==> config.mk <==
export PLATFORM = sky130hd
export DESIGN_NAME = alu_seq
export DESIGN_NICKNAME = d
export VERILOG_FILES = /design/src/rtl/alu_seq_pkg.sv /design/src/rtl/alu_seq.sv
export SDC_FILE = /design/constraint.sdc
export NUM_CORES = 1
export LEC_CHECK = 0
export CAP_MARGIN = 10
export CORE_MARGIN = 2
export CORE_UTILIZATION = 66
export CTS_BUF_LIST = sky130_fd_sc_hd__clkbuf_8
export CTS_CLUSTER_SIZE = 28
export DETAILED_ROUTE_END_ITERATION = 16
export DONT_BUFFER_PORTS = 1
export GPL_TIMING_DRIVEN = 0
export PLACE_DENSITY = 0.81
export SETUP_SLACK_MARGIN = 0.05
export SLEW_MARGIN = 0
export SYNTH_ARGS = -nofsm -noshare
export SYNTH_HDL_FRONTEND = slang
export SYNTH_SLANG_ARGS = --single-unit
==> constraint.sdc <==
create_clock -name clk_in -period 2.3 [get_ports clk_in]
set_input_delay 0.69 -clock clk_in [delete_from_list [all_inputs] [get_ports clk_in]]
set_output_delay 0.69 -clock clk_in [all_outputs]
set_load 0.01 [all_outputs]
==> src/rtl/alu_seq_pkg.sv <==
// Shared types and ALU select encodings for the multi-cycle ALU sequencer.
// Select constants are common to the ALU, the decoder and this sequencer.
package alu_seq_pkg;

  typedef enum logic [1:0] {
    OP_ADD32 = 2'b00,
    OP_SUB32 = 2'b01,
    OP_MULU  = 2'b10,
    OP_RSVD  = 2'b11
  } op_e;

  typedef enum logic [2:0] {
    ST_IDLE = 3'd0,
    ST_LO   = 3'd1,
    ST_HI   = 3'd2,
    ST_MUL  = 3'd3,
    ST_DONE = 3'd4
  } state_e;

  localparam logic [3:0] ALU_ADD = 4'b0000;
  localparam logic [3:0] ALU_SUB = 4'b0001;
  localparam logic [3:0] ALU_AND = 4'b0010;
  localparam logic [3:0] ALU_OR  = 4'b0011;
  localparam logic [3:0] ALU_XOR = 4'b0100;

endpackage

==> src/rtl/alu_seq.sv <==
// Sequences the shared W-bit ALU through 2W-bit add/subtract (low then high
// half) and a WxW unsigned shift-add multiply, with start/busy/done handshake.
module alu_seq
  import alu_seq_pkg::*;
#(
  parameter int unsigned W         = 16,
  parameter int unsigned MUL_ITERS = W
) (
  input  logic           clk_in,
  input  logic           rst_in,
  input  logic           start_in,
  input  logic [1:0]     op_in,
  input  logic [2*W-1:0] a_in,
  input  logic [2*W-1:0] b_in,
  output logic           busy_out,
  output logic           done_out,
  output logic [2*W-1:0] result_out,
  output logic           carry_out,
  output logic           err_out,
  output logic [W-1:0]   alu_a_out,
  output logic [W-1:0]   alu_b_out,
  output logic [3:0]     alu_sel_out,
  output logic           alu_c_out,
  input  logic [W-1:0]   alu_y_in,
  input  logic           alu_co_in
);

  localparam int unsigned CW = $clog2(MUL_ITERS + 1);
  localparam logic [CW-1:0] LAST_ITER = CW'(MUL_ITERS - 1);

  state_e         state_q,  state_d;
  op_e            op_q,     op_d;
  logic [2*W-1:0] a_q,      a_d;
  logic [2*W-1:0] b_q,      b_d;
  logic [2*W-1:0] result_q, result_d;
  logic           carry_q,  carry_d;
  logic           err_q,    err_d;
  logic           cin_q,    cin_d;
  logic [W-1:0]   acc_hi_q, acc_hi_d;
  logic [W-1:0]   acc_lo_q, acc_lo_d;
  logic [W-1:0]   mcand_q,  mcand_d;
  logic [CW-1:0]  cnt_q,    cnt_d;

  logic           is_sub;
  logic [2*W-1:0] mul_shift;

  assign is_sub    = (op_q == OP_SUB32);
  // 33-bit {carry, sum, multiplier} shifted right by one, keeping the top 32.
  assign mul_shift = {alu_co_in, alu_y_in, acc_lo_q[W-1:1]};

  always_comb begin
    state_d     = state_q;
    op_d        = op_q;
    a_d         = a_q;
    b_d         = b_q;
    result_d    = result_q;
    carry_d     = carry_q;
    err_d       = err_q;
    cin_d       = cin_q;
    acc_hi_d    = acc_hi_q;
    acc_lo_d    = acc_lo_q;
    mcand_d     = mcand_q;
    cnt_d       = cnt_q;
    alu_a_out   = '0;
    alu_b_out   = '0;
    alu_sel_out = ALU_ADD;
    alu_c_out   = 1'b0;
    busy_out    = 1'b0;
    done_out    = 1'b0;

    case (state_q)
      ST_LO: begin
        busy_out  = 1'b1;
        alu_a_out = a_q[W-1:0];
        alu_b_out = is_sub ? ~b_q[W-1:0] : b_q[W-1:0];
        alu_c_out = is_sub;
        result_d[W-1:0] = alu_y_in;
        cin_d     = alu_co_in;
        state_d   = ST_HI;
      end
      ST_HI: begin
        busy_out  = 1'b1;
        alu_a_out = a_q[2*W-1:W];
        alu_b_out = is_sub ? ~b_q[2*W-1:W] : b_q[2*W-1:W];
        alu_c_out = cin_q;
        result_d[2*W-1:W] = alu_y_in;
        carry_d   = alu_co_in;
        state_d   = ST_DONE;
      end
      ST_MUL: begin
        busy_out  = 1'b1;
        alu_a_out = acc_hi_q;
        alu_b_out = acc_lo_q[0] ? mcand_q : '0;
        {acc_hi_d, acc_lo_d} = mul_shift;
        cnt_d     = cnt_q + 1'b1;
        if (cnt_q == LAST_ITER) begin
          result_d = mul_shift;
          state_d  = ST_DONE;
        end
      end
      default: begin
        done_out = (state_q == ST_DONE);
        state_d  = ST_IDLE;
        if (start_in) begin
          op_d    = op_e'(op_in);
          a_d     = a_in;
          b_d     = b_in;
          err_d   = 1'b0;
          carry_d = 1'b0;
          cin_d   = 1'b0;
          case (op_e'(op_in))
            OP_ADD32, OP_SUB32: state_d = ST_LO;
            OP_MULU: begin
              acc_hi_d = '0;
              acc_lo_d = b_in[W-1:0];
              mcand_d  = a_in[W-1:0];
              cnt_d    = '0;
              state_d  = ST_MUL;
            end
            default: begin
              result_d = '0;
              err_d    = 1'b1;
              state_d  = ST_DONE;
            end
          endcase
        end
      end
    endcase
  end

  always_ff @(posedge clk_in) begin
    if (rst_in) begin
      state_q  <= ST_IDLE;
      op_q     <= OP_ADD32;
      a_q      <= '0;
      b_q      <= '0;
      result_q <= '0;
      carry_q  <= 1'b0;
      err_q    <= 1'b0;
      cin_q    <= 1'b0;
      acc_hi_q <= '0;
      acc_lo_q <= '0;
      mcand_q  <= '0;
      cnt_q    <= '0;
    end else begin
      state_q  <= state_d;
      op_q     <= op_d;
      a_q      <= a_d;
      b_q      <= b_d;
      result_q <= result_d;
      carry_q  <= carry_d;
      err_q    <= err_d;
      cin_q    <= cin_d;
      acc_hi_q <= acc_hi_d;
      acc_lo_q <= acc_lo_d;
      mcand_q  <= mcand_d;
      cnt_q    <= cnt_d;
    end
  end

  assign result_out = result_q;
  assign carry_out  = carry_q;
  assign err_out    = err_q;

endmodule
* After elaboration in Yosys (flattened, before gate mapping)
Index checks and enable logic that the tools add are counted.
Word-level totals: latch bits 0, bits in writable memories 0, output and inout port bits 73, memory bits (read-only) 0, memories kept 0, bits in registers 157, logic and storage cells 83, input port bits 86
Operators by class: multipliers 0, reduce and logical (&&, ||, !) cells 20, mux-type cells 30, divide/modulo/power cells 0, $lt $le $gt $ge 0, $add $sub $neg 1, shift-type cells 0, equality and inequality tests 11, bitwise logic cells 8
Operators with widths (count):
- 16-bit case mux with 3 select lines | 4
- 16-bit two-way mux | 7
- 32-bit two-way mux | 3
- 16-bit case mux with 2 select lines | 2
- 16-bit NOT | 2
- 5-bit two-way mux | 2
- 5-bit case mux with 2 select lines | 1
- 3-bit case mux with 3 select lines | 1
- 4-bit AND reduction | 2
- 2-bit nonzero test | 4
- 2-bit OR reduction | 4
- 3-bit by 2-bit == test with 1-bit output, second input constant | 2
- 3-bit two-way mux | 2
- 3-bit by 1-bit inequality test with 1-bit output, second input constant | 2
- 1-bit NOT | 6
- 1-bit case mux with 2 select lines | 3
- 3-bit case mux with 2 select lines | 1
- 2-bit AND reduction | 3
- 3-bit AND reduction | 2
- 3-bit nonzero test | 2
- 3-bit OR reduction | 2
- 5-bit by 1-bit adder with 5-bit output, second input constant | 1
- 5-bit by 4-bit == test with 1-bit output, second input constant | 1
- 2-bit by 1-bit == test with 1-bit output, second input constant | 2
- other kinds (6) | 9

* Depth between registers and ports, before layout
depth after elaboration 5, gate-level depth with buffers 8

* Least setup slack after synthesis
Ideal clock, no wire load.
path kind reg2out, start point register state_q[1], end point output port alu_b_out[4], setup slack 0.241 ns, arrival 1.369 ns, buffers on the path 2, stages on the path, launching flop included 5, required time 1.610 ns, cells stage by stage dfxtp_1 > or3b_1 > buf_2 > buf_2 > o221ai_1
On the way: longest elaborated chain between the ends 2, elaborated cells on any way between the ends 4
Ends and longest elaborated chain:
- start, declared | RTL line alu_seq.sv:31 | state_e state_q, state_d;
- start signal, assigned | RTL line alu_seq.sv:146 | state_q <= state_d;
- 3-bit by 2-bit == test with 1-bit output / 3-bit by 1-bit == test with 1-bit output (equally long branches) | RTL line alu_seq.sv:71 | case (state_q)
- 16-bit case mux with 3 select lines (*) | RTL line alu_seq.sv:71
- end, declared | RTL line alu_seq.sv:21 | output logic [W-1:0] alu_b_out,
Every way passes the cells marked *; elsewhere a longest branch is shown, timed or not.

* Worst setup path after layout
start point register state_q[1], end point output port alu_b_out[3]
The elaborated chain is that of the path after synthesis.

==> results by group <==
Global route
  – Initial antenna violation count: 0
  – Largest net degree at the start of global routing: 17
  – Most Crowded Layer GR: met2
  – Tot GR Track Use: between 30% and 40%
  – M1 GR Usage: 49.0%
  – Vias in the first global route: 7198
  – Met2 Use GR: between 60% and 70%
  – GRT overflow: 0
  – First-pass GRT wire length: approximately 40 mm
  – M3 GR Usage: a little under an eighth

Power and ir drop
  – VDD IR max: 0.480 mV
  – Overall power: a little over 6000 uW
  – PD cells: 660 nW/um^2
  – Leakage: approximately 0.0033 uW

Final layout
  – Antenna fix cells: 0
  – Area grow syn2layout: 17.5%
  – Fill cell count: 786
  – Commonest non-fill, non-tap cell in the layout: dfxtp_1
  – Net count, final: around 1100
  – Most frequent cells in the layout: dfxtp_1, a21oi_1, nand3_1, o21ai_0, nand2_1
  – Non-filler instance count after layout: roughly 1100
  – Share of layout cells above drive strength 1: 22.1%

Yosys
  – Ys Warns: 0
  – Netlist cell types: 48
  – Syn Area/Cell: roughly 8.6 sq um
  – Post-Syn Area: approximately 8000 sq um
  – Number of synthesized register bits: approximately 160
  – Seq/Total Area, Yosys: 39.5%
  – Mapped Cells: around 930
  – EDFF count, synth: 0
  – Async set-reset flop share out of synthesis: 0%
  – Prevailing post-synth register cell: dfxtp_1

Run status
  – Status: finished, violations left
  – Failing checks: negative setup slack

Floorplan
  – Core footprint: 11900 sq um
  – DIE HEIGHT: 114 microns
  – Die width: approximately 110 microns
  – Starting Density: around two thirds
  – Full die area: 13000 sq um
  – # rows: 40
  – # IOs: 159

Placed design
  – Placed cell count: 1078
  – Port Buffers: 0
  – Post-DP HPWL: between 15 and 20 mm
  – Final GP Congestion: 0.936

STA
  – Max-slew violations: 0
  – Worst slew margin: 49.1%
  – Final setup fails: 33
  – Final period util: 111%
  – RSZ-0062 raised after global routing: yes
  – Least-Margin Pin Slew: roughly 0.76 ns
  – Final-report hold violation count: 0
  – Final WS setup: -0.262 ns
  – Final critical-path required period: 2.56 ns
  – Sum of negative setup slack: -5.93 ns
  – Fin Clk Skew: 0.0154 ns
  – Max Clk Rate: about 390 MHz

Routing
  – DRC viols: 0
  – WL/cell: around 23 microns
  – Via density: ~6.8
  – Via count: between 7000 and 8000
  – Final ANT Viol Nets: 0
  – DRT Pass-1 Iters: 9
  – Iter 0 DRT Violations: around 1000
  – Final WL: between 20 and 30 mm

Clock network
  – Cts hold-fix bufs: 0
  – Skew-Pair Late Insertion Delay: around 0.47 ns
  – Clk sink count: 157
  – Worst-path clk slew: ~0.090 ns
  – CTS root buf: clkbuf_8
  – Inserted Clock Buffers: 17
  – CTS tree: yes
  – Clock Path Buffers: 2
  – H-tree depth: 4

Setup path
  – WP depth: 5
  – CP top delay family: buffers and inverters
  – Crit-path cells: buf_8 -> or3b_4 -> buf_8 -> buf_12 -> o221ai_4
  – Cell repeated most along the worst path: buf_8
  – Required @ worst endpoint: between 1.5 and 2 ns
  – WP buf/inv: 3
  – Slowest cell on crit path: or3b_4
  – Worst Path Class, Setup: register to primary output
  – Worst path max stage delay: about 0.40 ns
  – R2R depth: 8
  – CP max FO: 6
  – Crit path DAT: between 1.5 and 2 ns
  – CP Capture Type: primary output
  – CP startpoint kind: register

Job
  – Max-cap viol count: 0

Min path
  – Hold Crit Depth: 2
  – Type of the worst min-delay path: primary input to register
## per-stage QoR
step / hold WS (ns) / util, % / worst slack [ns] / cell area (sq um)
global route: 0.349 / 78.5 / -0.287 / 9360
global placement: 0.463 / 68.5 / 0.0489 / 8160
detailed placement: 0.466 / 68.5 / 0.0500 / 8160
finish: 0.357 / 78.5 / -0.262 / 9360
floorplan: 0.449 / - / 0.241 / 7970
CTS: 0.347 / 77.3 / -0.228 / 9210
## worst paths after layout
| path | startpoint | endpoint | slack [ns] |
|---|---|---|---|
| worst max-delay path | state_q[1] | alu_b_out[3] | -0.26 |
| worst min register to register | mcand_q[12] | mcand_q[12] | 0.48 |
| worst min-delay path | alu_y_in[1] | acc_hi_q[0] | 0.36 |
| worst max register to register | cnt_q[0] | result_out[27] | 0.18 |
## per-layer routing
metal	wire length, microns	part of all wire, %
met3	2600	10
met4	1330	5.1
met5	0	0
met2	12100	46
met1	10000	38
## flip-flops by register name, summed over array words and instances, names as in the netlist
signal,count
cin_q,1
mcand_q,16
cnt_q,5
op_q,2
carry_out,1
result_out,32
acc_hi_q,16
err_out,1
a_q,32
acc_lo_q,16
state_q,3
b_q,32
## synthesized netlist by cell type, drive strengths merged, types with 2 or more instances
library cell	count	area (sq um)
dfxtp	157	3140
a21oi	120	601
nand3	85	425
o21ai	85	425
nand2	68	255
clkbuf	56	211
buf	52	293
mux2	48	541
nand2b	37	231
o211ai	35	263
mux2i	32	320
xnor2	32	280
nor2	19	71.3
a31oi	17	113
a22oi	16	120
and4b	16	160
o221ai	16	190
inv	5	18.8
nand3b	3	35.0
nor2b	3	18.8
nor3b	3	38.8
or3b	3	26.3
a211oi	2	15.0
a2bb2oi	2	35.0
and3	2	12.5
and3b	2	17.5
ha	2	25.0
or3	2	12.5
## cell type report
cell class | instances | area [sq um] | share of cell area [%]
plain buffers | 103 | 613 | 6.55
clock buffers | 19 | 262 | 2.80
clock inverters | 12 | 121 | 1.30
inverters | 5 | 18.8 | 0.201
multi-input cells | 661 | 4730 | 50.6
flip-flops and latches | 157 | 3150 | 33.7
well taps | 147 | 184 | 1.97
repair buffers | 23 | 274 | 2.93
## logic make-up after synthesis
| logic type | after synthesis | share of synthesized area (%) |
|---|---|---|
| flip-flops | 157 | 39.5 |
| other | 1 | 0.0471 |
| adder cells (fa/ha/maj) | 2 | 0.314 |
| AND/OR/NAND/NOR | 246 | 16.7 |
| buffers and inverters | 113 | 6.57 |
| XOR/XNOR | 33 | 3.63 |
| AO/OA/AOI/OAI | 296 | 22.5 |
| multiplexers | 80 | 10.8 |
## where the power goes
part           total, uW  internal, uW  switching [uW]
combinational       1200           486             715
sequential          2940          2830             102
clock               2040          1010            1030
total               6180          4330            1850
## what timing repair did
action | CTS | global route
setup endpoints to repair | 35 | 35
buffers inserted | 18 | 3
pin swaps | 18 | 15
gates resized for setup | 99 | 35
cloned | 3 | 0
No activity file was read; power rests on OpenSTA's default activity.
